File: src/rtl/pixel_dispatch_pkg.sv
// Shared definitions for the pixel dispatcher: default sizing and the
// dispatch FSM state type.
package pixel_dispatch_pkg;

  localparam int MAX_CORES = 4;
  localparam int COORD_W   = 11;

  typedef enum logic [1:0] {
    IDLE,
    DISPATCH,
    DONE
  } state_t;

endpackage

File: src/rtl/pixel_dispatcher_if.sv
// Job handshake between the dispatcher (master) and up to four compute cores
// (slave). The coordinates are shared, and a per-core valid/ready pair selects the target core.
interface pixel_dispatcher_if
  import pixel_dispatch_pkg::*;
#(
  parameter int COORD_W = pixel_dispatch_pkg::COORD_W
);

  logic               job_valid_1;
  logic               job_valid_2;
  logic               job_valid_3;
  logic               job_valid_4;
  logic               compute_ready_1;
  logic               compute_ready_2;
  logic               compute_ready_3;
  logic               compute_ready_4;
  logic [COORD_W-1:0] job_x;
  logic [COORD_W-1:0] job_y;

  modport master (
    output job_valid_1, job_valid_2, job_valid_3, job_valid_4,
    output job_x, job_y,
    input  compute_ready_1, compute_ready_2, compute_ready_3, compute_ready_4
  );

  modport slave (
    input  job_valid_1, job_valid_2, job_valid_3, job_valid_4,
    input  job_x, job_y,
    output compute_ready_1, compute_ready_2, compute_ready_3, compute_ready_4
  );

endinterface

File: src/rtl/raster_counter.sv
// Raster-order x/y pixel counter. It captures the frame size on load, and on
// each step it advances along the row and then to the next row.
module raster_counter
  import pixel_dispatch_pkg::*;
#(
  parameter int W = pixel_dispatch_pkg::COORD_W
) (
  input  logic         aclk,
  input  logic         aresetn,
  input  logic         load,
  input  logic         step,
  input  logic [W-1:0] width_in,
  input  logic [W-1:0] height_in,
  output logic [W-1:0] x,
  output logic [W-1:0] y,
  output logic         last
);

  logic [W-1:0] width_q;
  logic [W-1:0] height_q;
  logic         row_end;

  assign row_end = (x == width_q - W'(1));
  assign last    = row_end && (y == height_q - W'(1));

  // NOTE: sequential state uses non-blocking assignments only, so every
  // register samples pre-edge values regardless of statement order.
  always_ff @(posedge aclk or negedge aresetn) begin
    if (!aresetn) begin
      width_q  <= '0;
      height_q <= '0;
      x        <= '0;
      y        <= '0;
    end else if (load) begin
      width_q  <= width_in;
      height_q <= height_in;
      x        <= '0;
      y        <= '0;
    end else if (step) begin
      if (row_end) begin
        x <= '0;
        // The last pixel returns the counter to the origin so that the coordinates rest at 0.
        y <= last ? '0 : y + W'(1);
      end else begin
        x <= x + W'(1);
      end
    end
  end

endmodule

File: src/rtl/pixel_dispatcher.sv
// Frame pixel dispatcher. It hands (x,y) jobs out in raster order to the compute
// cores, using a strict round-robin over the active cores.
module pixel_dispatcher #(
  parameter int MAX_CORES = pixel_dispatch_pkg::MAX_CORES,
  parameter int COORD_W   = pixel_dispatch_pkg::COORD_W
) (
  input  logic                   aclk,
  input  logic                   aresetn,
  input  logic                   start,
  input  logic [COORD_W-1:0]     screen_width,
  input  logic [COORD_W-1:0]     screen_height,
  input  logic [2:0]             no_of_extra_cores,
  pixel_dispatcher_if.master     jobs,
  output logic                   busy,
  output logic                   frame_done,
  output logic [2*COORD_W-1:0]   jobs_issued
);

  import pixel_dispatch_pkg::*;

  localparam logic [2:0] LAST_CORE = 3'(MAX_CORES - 1);

  state_t             state;
  state_t             state_nxt;
  logic [1:0]         cur;
  logic [1:0]         cores_m1;
  logic [3:0]         ready_vec;
  logic [3:0]         valid_vec;
  logic               load;
  logic               accept;
  logic               last;
  logic [COORD_W-1:0] x;
  logic [COORD_W-1:0] y;

  assign ready_vec = {jobs.compute_ready_4, jobs.compute_ready_3,
                      jobs.compute_ready_2, jobs.compute_ready_1};

  assign load   = (state == IDLE) && start;
  // Only the core at the round-robin index can take the job, which keeps the
  // order aligned with the downstream collector.
  assign accept = (state == DISPATCH) && ready_vec[cur];

  raster_counter #(.W(COORD_W)) u_raster (
    .aclk      (aclk),
    .aresetn   (aresetn),
    .load      (load),
    .step      (accept),
    .width_in  (screen_width),
    .height_in (screen_height),
    .x         (x),
    .y         (y),
    .last      (last)
  );

  always_ff @(posedge aclk or negedge aresetn) begin
    if (!aresetn) state <= IDLE;
    else          state <= state_nxt;
  end

  // NOTE: next-state gets its default before the case, so no path leaves it
  // unassigned and no latch is inferred.
  always_comb begin
    state_nxt = state;
    case (state)
      IDLE:     if (start) state_nxt = (|screen_width && |screen_height) ? DISPATCH : DONE;
      DISPATCH: if (accept && last) state_nxt = DONE;
      DONE:     state_nxt = IDLE;
      default:  state_nxt = IDLE;
    endcase
  end

  always_ff @(posedge aclk or negedge aresetn) begin
    if (!aresetn) begin
      cur         <= '0;
      cores_m1    <= '0;
      jobs_issued <= '0;
    end else if (load) begin
      cores_m1    <= (no_of_extra_cores > LAST_CORE) ? LAST_CORE[1:0] : no_of_extra_cores[1:0];
      cur         <= '0;
      jobs_issued <= '0;
    end else if (accept) begin
      jobs_issued <= jobs_issued + 1'b1;
      cur         <= (cur == cores_m1) ? 2'd0 : cur + 2'd1;
    end
  end

  assign valid_vec = (state == DISPATCH) ? (4'b0001 << cur) : 4'b0000;

  assign jobs.job_valid_1 = valid_vec[0];
  assign jobs.job_valid_2 = valid_vec[1];
  assign jobs.job_valid_3 = valid_vec[2];
  assign jobs.job_valid_4 = valid_vec[3];
  assign jobs.job_x       = x;
  assign jobs.job_y       = y;

  assign busy       = (state != IDLE);
  assign frame_done = (state == DONE);

endmodule

File: src/flat_wrapper.sv
// flat-port wrapper written by rule: the top's interface ports become plain ports
module pixel_dispatcher_flat import pixel_dispatch_pkg::*;
#(
  parameter int MAX_CORES = pixel_dispatch_pkg::MAX_CORES,
  parameter int COORD_W   = pixel_dispatch_pkg::COORD_W
)
  (aclk, aresetn, start, screen_width, screen_height, no_of_extra_cores, busy, frame_done, jobs_issued, jobs_job_valid_1, jobs_job_valid_2, jobs_job_valid_3, jobs_job_valid_4, jobs_job_x, jobs_job_y, jobs_compute_ready_1, jobs_compute_ready_2, jobs_compute_ready_3, jobs_compute_ready_4);
  pixel_dispatcher_if #(.COORD_W(COORD_W)) jobs_i ();
  input  logic aclk;
  input  logic aresetn;
  input  logic start;
  input  logic [COORD_W-1:0] screen_width;
  input  logic [COORD_W-1:0] screen_height;
  input  logic [2:0] no_of_extra_cores;
  output logic busy;
  output logic frame_done;
  output logic [2*COORD_W-1:0] jobs_issued;
  output wire logic [$bits(jobs_i.job_valid_1)-1:0] jobs_job_valid_1;
  output wire logic [$bits(jobs_i.job_valid_2)-1:0] jobs_job_valid_2;
  output wire logic [$bits(jobs_i.job_valid_3)-1:0] jobs_job_valid_3;
  output wire logic [$bits(jobs_i.job_valid_4)-1:0] jobs_job_valid_4;
  output wire logic [$bits(jobs_i.job_x)-1:0] jobs_job_x;
  output wire logic [$bits(jobs_i.job_y)-1:0] jobs_job_y;
  input wire logic [$bits(jobs_i.compute_ready_1)-1:0] jobs_compute_ready_1;
  input wire logic [$bits(jobs_i.compute_ready_2)-1:0] jobs_compute_ready_2;
  input wire logic [$bits(jobs_i.compute_ready_3)-1:0] jobs_compute_ready_3;
  input wire logic [$bits(jobs_i.compute_ready_4)-1:0] jobs_compute_ready_4;
  assign jobs_job_valid_1 = jobs_i.job_valid_1;
  assign jobs_job_valid_2 = jobs_i.job_valid_2;
  assign jobs_job_valid_3 = jobs_i.job_valid_3;
  assign jobs_job_valid_4 = jobs_i.job_valid_4;
  assign jobs_job_x = jobs_i.job_x;
  assign jobs_job_y = jobs_i.job_y;
  assign jobs_i.compute_ready_1 = jobs_compute_ready_1;
  assign jobs_i.compute_ready_2 = jobs_compute_ready_2;
  assign jobs_i.compute_ready_3 = jobs_compute_ready_3;
  assign jobs_i.compute_ready_4 = jobs_compute_ready_4;
  pixel_dispatcher #(.MAX_CORES(MAX_CORES), .COORD_W(COORD_W)) u_core (.aclk(aclk), .aresetn(aresetn), .start(start), .screen_width(screen_width), .screen_height(screen_height), .no_of_extra_cores(no_of_extra_cores), .jobs(jobs_i), .busy(busy), .frame_done(frame_done), .jobs_issued(jobs_issued));
endmodule
File: config.mk
export PLATFORM = sky130hd
export DESIGN_NAME = pixel_dispatcher_flat
export DESIGN_NICKNAME = d
export VERILOG_FILES = /design/src/rtl/pixel_dispatch_pkg.sv /design/src/rtl/pixel_dispatcher_if.sv /design/src/rtl/raster_counter.sv /design/src/rtl/pixel_dispatcher.sv /design/src/flat_wrapper.sv
export SDC_FILE = /design/constraint.sdc
export NUM_CORES = 1
export LEC_CHECK = 0
export ABC_AREA = 0
export BUFFER_PORTS_ARGS = -buffer_cell sky130_fd_sc_hd__buf_2
export CAP_MARGIN = 15
export CORE_UTILIZATION = 35
export CTS_BUF_LIST = sky130_fd_sc_hd__clkbuf_16
export DETAILED_ROUTE_END_ITERATION = 8
export GPL_TIMING_DRIVEN = 0
export SLEW_MARGIN = 15
export SYNTH_ARGS = -nofsm -noshare
export SYNTH_HDL_FRONTEND = slang
export SYNTH_HIERARCHICAL = 1
export SYNTH_SLANG_ARGS = --single-unit
File: constraint.sdc
create_clock -name aclk -period 2.7 [get_ports aclk]
set_input_delay 0.135 -clock aclk [delete_from_list [all_inputs] [get_ports aclk]]
set_output_delay 0.135 -clock aclk [all_outputs]
set_load 0.005 [all_outputs]
==> results.toml <==
[timing]
setup_ws_ns = 0.0922
hold_viol_final = 0
slew_violations = 0
skew_ns = 0.00597
clock.fmax_mhz = 383
slew_headroom_pct = 44.0
min_period_over_period_pct = 96.6
finalCriticalPeriod_ns = 2.61
rsz0062_at_grt = "true"
tightest_slew_ns = 0.832
setup_violations = 0

[synth]
synth_nets = 536
ys_top_cells_by_count = "72 x dfrtp_1, 49 x nand2_1, 28 x a21oi_1"
synth.most_common_cell = "dfrtp_1"
ys_types = 60
yosysTopAreaCell = "dfrtp_1"
ys_warn_count = 6
syn_area_per_cell_um2 = 9.14
ys.flop_type = "dfrtp_1"
synth-edff-count = 0
synth_top_area_share_pct = 39.8
ys_top_cells_by_area = "dfrtp_1 40%, mux2_2 4.5%, nand2_1 4.1%, xnor2_1 3.5%, a21oi_1 3.1%"
async_flop_share_pct = 100
syn-cell-area_mm2 = 0.00452
ys_seq_area_share_pct = 39.8
ys_ff_latch = 72
synthCells = 495

[cts]
clock_path_buffers = 2
cts_made_buffers = 9
cts_root_buffer = "clkbuf_16"
clkTransAtPathRegs_ns = 0.06
cts_tree = "built"
htreeDepth = 3
clock-sinks = 72
worst_skew_pair.late_latency_ns = 0.34

[pwr]
peakVddDrop_v = 0.000438
power.density_mw_per_mm2 = 907
p_leak_nw = 2.43

[placed_design]
place.gp.congestion = 0.866
port_buffers = 81
dp_slack_ns = -0.548
dp.cells = 749
dpl.hpwl_um = 9010

[critical_path]
worstSetupPathType = "reg2reg"
crit_required_ns = 2.95
crit_buf_inv = 1
cp_top_family = "simple AND/OR/NAND/NOR gates"
cpMaxStageDelayCell = "or4_4"
cp_max_fo = 9
crit_chain = "or4_4 -> nor4_4 -> nand2b_1 -> a211o_1 -> a211oi_2 -> and2_1 -> buf_4 -> o2bb2ai_1"
slowest_delay_ns = 0.59
arrival_ns = 2.85
crit_path_end_kind = "flop"
cp-start-kind = "flop"

[die]
start_util_pct = 35.8
io_pins = 82
std_cell_rows = 41
core_mm2 = 0.0126
die_height_um = 116
die_w_um = 116
dieArea_mm2 = 0.0134

[detailed_routing]
drt_iter0_drc = 291
drc_errors = 0
ant_nets = 0
wl_um = 12500
routed-via-count = 4245
first_pass_iters = 4
wire_per_inst_um = 16.2
vias_per_cell = 5.51

[final_layout]
final_nets = 636
drive_gt1_share_pct = 27.2
antenna_cells = 0
syn_to_final_growth_pct = 24.6
finalNonFillerCells = 771

[global_route]
grt_max_degree = 55
antenna_found_initial = 0
grt_usage_pct = 19.5
grt-ovfl-total = 0
grt_pass1_wl_um = 20300
grt_pass1_vias = 4043

[outcome]
status = "finished, final reports clean"

[flow_run]
cap_violations = 0

[min_path]
hp-class = "in2reg"
## per-layer routing
| layer | part of all wire, % | vias up | GRT usage, % |
|---|---|---|---|
| met4 | 1.3 | 0 | 5.73 |
| li1 | - | 2031 | - |
| met1 | 45 | 2070 | 25.5 |
| met5 | 0 | - | 0 |
| met3 | 5.3 | 11 | 3.82 |
| met2 | 48 | 133 | 32.9 |
## flip-flops by register name, indices dropped and copies added (netlist names)
signal	count
u_core/u_raster/width_q	11
u_core/cur	2
u_core/state	2
u_core/u_raster/x	11
u_core/jobs_issued	22
u_core/cores_m1	2
u_core/u_raster/y	11
u_core/u_raster/height_q	11
## placed cells by master, fill, tap and decap left out, drive strengths merged, types with 6 or more instances in the layout
cell     count
xor2        10
mux2i        8
nand3       27
clkbuf      24
ha           9
o21ai       22
nor2        23
nor2b        6
a21oi       28
nand2       49
or3          8
nor4        12
nand4       12
nand2b      13
xnor2       18
o2bb2ai     10
buf         94
or2          6
and2         6
dfrtp       72
inv         20
o31ai       11
nor3        17
mux2        18
or4         14
and3         6
## per-stage QoR
step                      hold WS, ns  util [%]  cell area [µm²]  TNS (ns)  power [mW]
after floorplan                -0.161         -             4520         0        3.11
after CTS                      0.0183      43.9             5550         0        5.03
after detailed placement       0.0375      41.0             5170    -16.75        3.76
after global placement          0.366      40.7             5140    -13.59        3.66
final                          0.0341      44.7             5640         0        5.11
after global routing           0.0367      44.7             5640   -0.0144        5.48
## area by class of cell
class                   count  area [µm²]
plain buffers              20        92.6
clock buffers               9         225
clock inverters             6        52.6
fillers                  1258        6980
inverters                  19        76.3
multi-input cells         383        2670
flip-flops and latches     72        1810
well taps                 172         215
repair buffers             90         498
## tightest hold or removal path: stages
cell     delay [ns]
buf_2          0.07
o21ai_0        0.07
nand2_1        0.06
## worst paths after layout
path,depth (start not counted),from,slack (ns),endpoint
worst max-delay path,8,u_core/u_raster/width_q[3],0.09,u_core/u_raster/y[2]
worst min-delay path,3,no_of_extra_cores[1],0.03,u_core/cores_m1[1]
worst max register to register,8,u_core/u_raster/width_q[3],0.09,u_core/u_raster/y[2]
worst min register to register,2,u_core/cores_m1[1],0.49,u_core/cores_m1[1]
max in group asynchronous,3,aresetn,1.91,u_core/u_raster/width_q[0]
min in group asynchronous,2,aresetn,0.22,u_core/u_raster/width_q[5]
## timing repair
item                                    CTS  global route
buffers inserted                          1             6
pin swaps                                 5             4
hold buffers                              1             0
resized for setup                        23            15
cloned                                    0             0
endpoints found under the setup margin   46            20
hold endpoints to repair                 18             0
## power breakdown
group	switching [mW]	leakage, nW	total, mW	internal, mW
Clock	0.445	0.144	1.14	0.698
Combinational	1.16	1.35	2.13	0.970
Sequential	0.465	0.928	1.84	1.38
Total	2.07	2.43	5.11	3.04
## cells by family (layout without fill, tap and decap cells)
group	Yosys count	in the layout	synth area share, %
adders and majority gates	9	9	2.49
buffers and inverters	40	144	3.43
and+or+nand+nor	220	220	27.4
xor gates and xnor gates	29	29	5.92
AOI/OAI and AO/OA	99	99	14.7
muxes	26	26	6.25
DFF	72	72	39.8
(Power assumes the default switching activity.)
